--- src/rtl/vce_pkg.sv ---
// rtl/vce_pkg.sv - shared VCE register offsets, CR fields and CRAM types
package vce_pkg;

  localparam logic [2:0] VCE_CR      = 3'd0;
  localparam logic [2:0] VCE_ADDR_LO = 3'd2;
  localparam logic [2:0] VCE_ADDR_HI = 3'd3;
  localparam logic [2:0] VCE_DATA_LO = 3'd4;
  localparam logic [2:0] VCE_DATA_HI = 3'd5;

  localparam int CR_MODE_LSB = 0;
  localparam int CR_MODE_MSB = 1;
  localparam int CR_BLEND    = 2;
  localparam int CR_GRAY     = 7;

  typedef logic [8:0] cram_addr_t;
  typedef logic [8:0] cram_word_t;

  // CRAM addressing is 9-bit, so the increment wraps 0x1FF -> 0x000
  function automatic cram_addr_t cram_inc(input cram_addr_t a);
    return a + 9'd1;
  endfunction

endpackage

--- src/rtl/vce_cram_arbiter_if.sv ---
// rtl/vce_cram_arbiter_if.sv - CPU register bus and pixel lookup signals of the VCE
interface vce_cram_arbiter_if;
  import vce_pkg::*;

  logic       cs_n;
  logic       wr_n;
  logic       rd_n;
  logic [2:0] A;
  logic [7:0] din;
  logic [7:0] dout;
  logic       pix_en;
  cram_addr_t pix_index;
  cram_word_t pix_color;

  modport master (
    output cs_n, wr_n, rd_n, A, din, pix_en, pix_index,
    input  dout, pix_color
  );

  modport slave (
    input  cs_n, wr_n, rd_n, A, din, pix_en, pix_index,
    output dout, pix_color
  );

endinterface

--- src/rtl/vce_cram.sv ---
// rtl/vce_cram.sv - 512x9 single-port colour RAM, read-first, one-cycle read latency
module vce_cram
  import vce_pkg::*;
(
  input  logic       clk,
  input  logic       we,
  input  cram_addr_t addr,
  input  cram_word_t wdata,
  output cram_word_t rdata
);

  // no reset on purpose so the array maps onto block RAM
  cram_word_t mem [0:511];

  always_ff @(posedge clk) begin
    if (we) mem[addr] <= wdata;
    rdata <= mem[addr];
  end

endmodule

--- src/rtl/vce_cram_arbiter.sv ---
// rtl/vce_cram_arbiter.sv - shares the CRAM port between pixel lookups and CPU register traffic
module vce_cram_arbiter
  import vce_pkg::*;
(
  input  logic                 clk,
  input  logic                 reset_N,
  vce_cram_arbiter_if.slave    bus,
  output logic [7:0]           cr
);

  logic       acc, acc_q, acc_start, acc_end;
  logic       rd_acc_q;
  logic [2:0] rd_a_q;
  cram_addr_t addr, waddr, ram_addr;
  cram_word_t wdata, rdlatch, ram_wdata, ram_rdata;
  logic [7:0] data_lo;
  logic       wr_pend, pf_pend, pf_inflight, pix_q;
  logic       grant_wr, grant_pf, ram_we;

  assign acc       = !bus.cs_n && (!bus.wr_n || !bus.rd_n);
  assign acc_start = acc && !acc_q;
  assign acc_end   = !acc && acc_q;

  // fixed priority: pixel lookup, then pending write, then prefetch
  always_comb begin
    grant_wr  = 1'b0;
    grant_pf  = 1'b0;
    ram_we    = 1'b0;
    ram_addr  = addr;
    ram_wdata = wdata;
    if (bus.pix_en) begin
      ram_addr = bus.pix_index;
    end else if (wr_pend) begin
      grant_wr = 1'b1;
      ram_we   = 1'b1;
      ram_addr = waddr;
    end else if (pf_pend) begin
      grant_pf = 1'b1;
    end
  end

  always_comb begin
    bus.dout = 8'h00;
    if (reset_N && !bus.cs_n && !bus.rd_n) begin
      case (bus.A)
        VCE_DATA_LO: bus.dout = rdlatch[7:0];
        VCE_DATA_HI: bus.dout = {7'h7F, rdlatch[8]};
        default:     bus.dout = 8'hFF;
      endcase
    end
  end

  always_ff @(posedge clk or negedge reset_N) begin
    if (!reset_N) begin
      acc_q         <= 1'b0;
      rd_acc_q      <= 1'b0;
      rd_a_q        <= 3'd0;
      addr          <= '0;
      waddr         <= '0;
      wdata         <= '0;
      data_lo       <= 8'h00;
      rdlatch       <= '0;
      wr_pend       <= 1'b0;
      pf_pend       <= 1'b0;
      pf_inflight   <= 1'b0;
      pix_q         <= 1'b0;
      cr            <= 8'h00;
      bus.pix_color <= '0;
    end else begin
      acc_q       <= acc;
      pix_q       <= bus.pix_en;
      pf_inflight <= grant_pf;
      if (pix_q)       bus.pix_color <= ram_rdata;
      if (pf_inflight) rdlatch       <= ram_rdata;

      if (grant_wr) begin
        addr    <= cram_inc(waddr);
        wr_pend <= 1'b0;
        pf_pend <= 1'b1;
      end else if (grant_pf) begin
        pf_pend <= 1'b0;
      end

      // CPU updates come last so a fresh request re-arms pf_pend over a clear
      if (acc_start) begin
        rd_acc_q <= bus.wr_n;
        rd_a_q   <= bus.A;
        if (!bus.wr_n) begin
          case (bus.A)
            VCE_CR: cr <= bus.din;
            VCE_ADDR_LO: begin
              addr    <= {addr[8], bus.din};
              pf_pend <= 1'b1;
            end
            VCE_ADDR_HI: begin
              addr    <= {bus.din[0], addr[7:0]};
              pf_pend <= 1'b1;
            end
            VCE_DATA_LO: data_lo <= bus.din;
            VCE_DATA_HI: begin
              wdata   <= {bus.din[0], data_lo};
              waddr   <= addr;
              wr_pend <= 1'b1;
            end
            default: ;
          endcase
        end
      end

      if (acc_end && rd_acc_q && (rd_a_q == VCE_DATA_HI)) begin
        addr    <= cram_inc(addr);
        pf_pend <= 1'b1;
      end
    end
  end

  vce_cram u_cram (
    .clk   (clk),
    .we    (ram_we),
    .addr  (ram_addr),
    .wdata (ram_wdata),
    .rdata (ram_rdata)
  );

endmodule

--- src/flat_wrapper.sv ---
// flat-port wrapper written by rule: the top's interface ports become plain ports
module vce_cram_arbiter_flat import vce_pkg::*;
  (clk, reset_N, cr, bus_cs_n, bus_wr_n, bus_rd_n, bus_A, bus_din, bus_pix_en, bus_pix_index, bus_dout, bus_pix_color);
  vce_cram_arbiter_if bus_i ();
  input  logic clk;
  input  logic reset_N;
  output logic [7:0] cr;
  input wire logic [$bits(bus_i.cs_n)-1:0] bus_cs_n;
  input wire logic [$bits(bus_i.wr_n)-1:0] bus_wr_n;
  input wire logic [$bits(bus_i.rd_n)-1:0] bus_rd_n;
  input wire logic [$bits(bus_i.A)-1:0] bus_A;
  input wire logic [$bits(bus_i.din)-1:0] bus_din;
  input wire logic [$bits(bus_i.pix_en)-1:0] bus_pix_en;
  input wire logic [$bits(bus_i.pix_index)-1:0] bus_pix_index;
  output wire logic [$bits(bus_i.dout)-1:0] bus_dout;
  output wire logic [$bits(bus_i.pix_color)-1:0] bus_pix_color;
  assign bus_i.cs_n = bus_cs_n;
  assign bus_i.wr_n = bus_wr_n;
  assign bus_i.rd_n = bus_rd_n;
  assign bus_i.A = bus_A;
  assign bus_i.din = bus_din;
  assign bus_i.pix_en = bus_pix_en;
  assign bus_i.pix_index = bus_pix_index;
  assign bus_dout = bus_i.dout;
  assign bus_pix_color = bus_i.pix_color;
  vce_cram_arbiter u_core (.clk(clk), .reset_N(reset_N), .bus(bus_i), .cr(cr));
endmodule
--- config.mk ---
export PLATFORM = sky130hd
export DESIGN_NAME = vce_cram_arbiter_flat
export DESIGN_NICKNAME = d
export VERILOG_FILES = /design/src/rtl/vce_pkg.sv /design/src/rtl/vce_cram_arbiter_if.sv /design/src/rtl/vce_cram.sv /design/src/rtl/vce_cram_arbiter.sv /design/src/flat_wrapper.sv
export SDC_FILE = /design/constraint.sdc
export NUM_CORES = 2
export LEC_CHECK = 0
export BUFFER_PORTS_ARGS = -buffer_cell sky130_fd_sc_hd__buf_2
export CAP_MARGIN = 0
export CORE_ASPECT_RATIO = 1.1
export CORE_UTILIZATION = 40
export CTS_CLUSTER_SIZE = 16
export DETAILED_ROUTE_END_ITERATION = 8
export PLACE_DENSITY = 0.56
export SETUP_SLACK_MARGIN = 0.02
export SLEW_MARGIN = 0
export SYNTH_ARGS = -nofsm -noshare
export SYNTH_HDL_FRONTEND = slang
export SYNTH_HIERARCHICAL = 1
export SYNTH_MEMORY_MAX_BITS = 65536
export SYNTH_SLANG_ARGS = --single-unit
--- constraint.sdc ---
create_clock -name clk -period 8.3 [get_ports clk]
set_input_delay 1.66 -clock clk [delete_from_list [all_inputs] [get_ports clk]]
set_output_delay 1.66 -clock clk [all_outputs]
set_load 0.02 [all_outputs]
==> flow_summary.toml <==
[status]
outcome = "finished, final reports clean"

[route]
wl_mm = 529
drtAntennaViolNets = 0
wl_met1_mm = 206
wl_per_cell_microns = 34.2
dr_total_vias = 91683
drt_iter0_drc = 11196
route.met3.wl_mm = 41.6
top_layer_used = "met5"
drt-vias-per-instance = 5.93
dr.pass1.iters = 6
drc = 0
wl_met2_mm = 255

[timing]
slew_headroom_pct = 4.67
fin_worst_skew_ns = 0.0618
worstMarginPinSlew_ns = 1.42
rsz0062_at_grt = "false"
slew_violations = 0
final.period_utilization_pct = 78.3
min_period_ns = 6.50
tns_ns = 0
finalSetupViolCount = 0
max_freq_mhz = 154
hold_viol_final = 0

[synthesis]
yosysTopAreaCell = "edfxtp_1"
synthArstFlopShare_pct = 1.49
syn-num-nets = 8783
synth_area_sq_mm = 0.182
synthTopCellsByArea = "edfxtp_1 (76%), mux4_2 (12%), mux2i_1 (2.8%), nor2_1 (1.2%), dfrtp_1 (0.96%)"
ys_top_cells_by_count = "edfxtp_1 (4,608), mux4_2 (968), nor2_1 (584)"
yosys_warnings = 6
synth-edff-count = 4608
synth-seq-area-share_pct = 77.1
synth_area_per_cell_sq_um = 20.8
netlist.area_leader.share_pct = 76.0
netlist_instances = 8755
ys_ff_latch = 4687
post-synth-top-count-cell = "edfxtp_1"
ys_types = 84
synth_flop_cell = "edfxtp_1"

[critical_path]
cp-start-kind = "input pin"
crit_type = "input pin to register"
cpPeakStageDelay_ns = 0.94
required_ns = 9.21
crit_chain = "buf_2 -> o21ai_4 -> buf_4 -> nor2b_4 -> buf_4 -> a22oi_1 -> a22oi_1 -> nor2_1 -> o41ai_1 -> o2111ai_1 -> or4_1"
r2r-start = "u_core/wr_pend"
r2r_slack_ns = 1.82
worstPathArrival_ns = 7.41
endpoint_kind = "register"
reg2reg_depth = 11
crit-reg2reg-capture = "u_core/u_cram/rdata[3]"
crit_fanout = 23
slowest_stage = "o21ai_4"

[power]
p_leak_nw = 64.6
p_sw_mw = 15.6
power_frac_comb_pct = 16.6
switching_share_pct = 27.0
ir_worst_vdd_mv = 0.204
powerDensity_mw_per_mm2 = 281
p_int_mw = 42.1
seqPwrFrac_pct = 47.9
clkPwrFrac_pct = 35.5

[clock_tree]
ctsLongestPathBuffers = 4
h-tree-depth = 5
cts_sinks = 4687
cts-hold-fix-buffers = 0
clk_latency_ns = 1.03
cts_made_buffers = 469
clkSlewWorstSetupHoldPaths_ns = 0.06
cts_resized = 0
cts_root_buf = "clkbuf_16"
cts_tree = "yes"
post_cts_buffers = 0

[global_route]
grt-ovfl-total = 0
grt_usage_pct = 22.8
antenna_found_initial = 34
grt_pass1_wl_mm = 734
grt_pass1_vias = 91834
grt_max_degree = 200

[die]
row_count = 259
ios = 51
die_w_microns = 645
die_y_microns = 710
dieArea_sq_mm = 0.458
start_util_pct = 40.2
core_area_sq_mm = 0.453

[min_path]
hold_path.class = "register to register"
hold_end = "u_core/pf_pend"
holdPathStages = 1
min-delay-start = "u_core/pf_pend"

[place]
place_inst = 14578
place_congestion = 0.902
hpwl_mm = 333
placement.io_buffers = 50

[final_layout]
fin_nets = 9074
area_delta_synth_final_pct = 12.7
drive_above_1_share_pct = 23.2
final-instance-count-excl-fill = 15457
num-fill-cells = 37856

[job]
cap_violations = 0
==> critical path, delay by kind of cell <==
family | cells | cell delay (ns)
AOI/OAI and AO/OA | 5 | 3.12
buffers and inverters | 3 | 1.33
and+or+nand+nor | 3 | 1.15
==> logic make-up after synthesis <==
kind of cell	Yosys count	share of synthesized area, %
multiplexers	1627	15.8
AO/OA/AOI/OAI	815	2.97
flip-flops	4687	77.1
XOR/XNOR	10	0.0481
adder cells (fa/ha/maj)	2	0.0137
AND/OR/NAND/NOR	1065	2.61
buffers and inverters	549	1.52
==> power groups by stage <==
stage	clock [mW]	combinational, mW	sequential (mW)
global placement	0	9.47	28.1
detailed placement	0	9.59	28.1
CTS	20.8	9.60	27.6
global route	21.6	9.91	27.6
finish	20.5	9.54	27.6
floorplan	0	5.08	29.0
==> placed cells by master, fill, tap and decap left out, types with 10 or more instances in the layout <==
cell / netlist / routed
inv_1: 16 / 15
a221oi_1: 18 / 18
or4_1: 12 / 12
a31oi_1: 46 / 45
edfxtp_1: 4608 / 4608
clkbuf_1: 204 / 103
a22o_1: 37 / 37
o22ai_1: 162 / 162
mux2i_1: 516 / 516
a21oi_1: 131 / 131
o21a_1: 12 / 12
and3_1: 16 / 15
a211oi_1: 28 / 28
o2111ai_1: 11 / 11
mux4_2: 968 / 968
bufinv_16: 0 / 31
dfrtp_1: 70 / 61
nand2_1: 174 / 162
buf_4: 46 / 249
nor3_1: 51 / 50
clkinv_1: 1 / 117
o211ai_1: 22 / 22
clkinv_2: 0 / 94
nor4_1: 17 / 16
a22oi_1: 107 / 107
diode_2: 0 / 11
mux2_2: 132 / 132
nand4_1: 29 / 29
nand3_1: 79 / 71
clkinvlp_4: 0 / 10
nor2b_1: 31 / 24
clkbuf_8: 0 / 12
buf_2: 202 / 49
nor2_1: 584 / 581
clkbuf_16: 0 / 475
and2_1: 18 / 17
buf_12: 2 / 53
o21ai_0: 147 / 134
mux4_1: 11 / 11
==> metrics by stage <==
stage	power, mW	cell area [sq um]	utilization, %	hold slack (ns)	setup WS (ns)
4_1_cts	58.0	205000	45.3	0.488	1.77
3_5_place_dp	37.7	191000	42.1	0.474	0.733
5_1_grt	59.2	205000	45.3	0.512	1.69
2_1_floorplan	34.1	182000	-	0.454	0.834
3_3_place_gp	37.6	190000	42.1	0.473	0.653
6_report	57.6	205000	45.3	0.494	1.80
==> state kept, by name (all words and copies together) (netlist names), 3 cells and up <==
name / flops
u_core/waddr: 9
u_core/addr: 9
u_core/bus.pix_color: 9
u_core/u_cram/rdata: 9
u_core/cr: 8
u_core/u_cram/mem: 4608
u_core/ram_wdata: 9
u_core/rdlatch: 9
u_core/data_lo: 8
u_core/rd_a_q: 3
==> worst max-delay path by stage <==
stage,startpoint,endpoint,slack (ns)
global route,u_core/wr_pend,u_core/u_cram/rdata[3],1.69
detailed placement,bus_pix_en,u_core/u_cram/rdata[3],0.73
floorplan,u_core/ram_wdata[0],u_core/u_cram/mem[0][0],0.83
finish,bus_pix_en,u_core/u_cram/rdata[3],1.80
global placement,bus_pix_en,u_core/u_cram/rdata[3],0.65
CTS,u_core/wr_pend,u_core/u_cram/rdata[3],1.77
==> routing by layer <==
metal	up-vias	global-route usage, %
met4	16	9.75
met1	49519	30.1
met2	4134	37.2
met3	947	4.07
li1	37067	-
met5	-	0
==> area by class of cell <==
cell class	count	area, sq um	area share (%)
Inverter	17	71.3	0.0347
Clock buffer	590	12400	6.06
Clock inverter	278	2310	1.12
Sequential cell	4687	140000	68.4
Antenna cell	11	27.5	0.0134
Multi-Input combinational cell	3519	39400	19.2
Timing Repair Buffer	352	3190	1.55
Tap cell	6003	7510	3.66
Note: power is estimated with default switching activity, not from simulation.
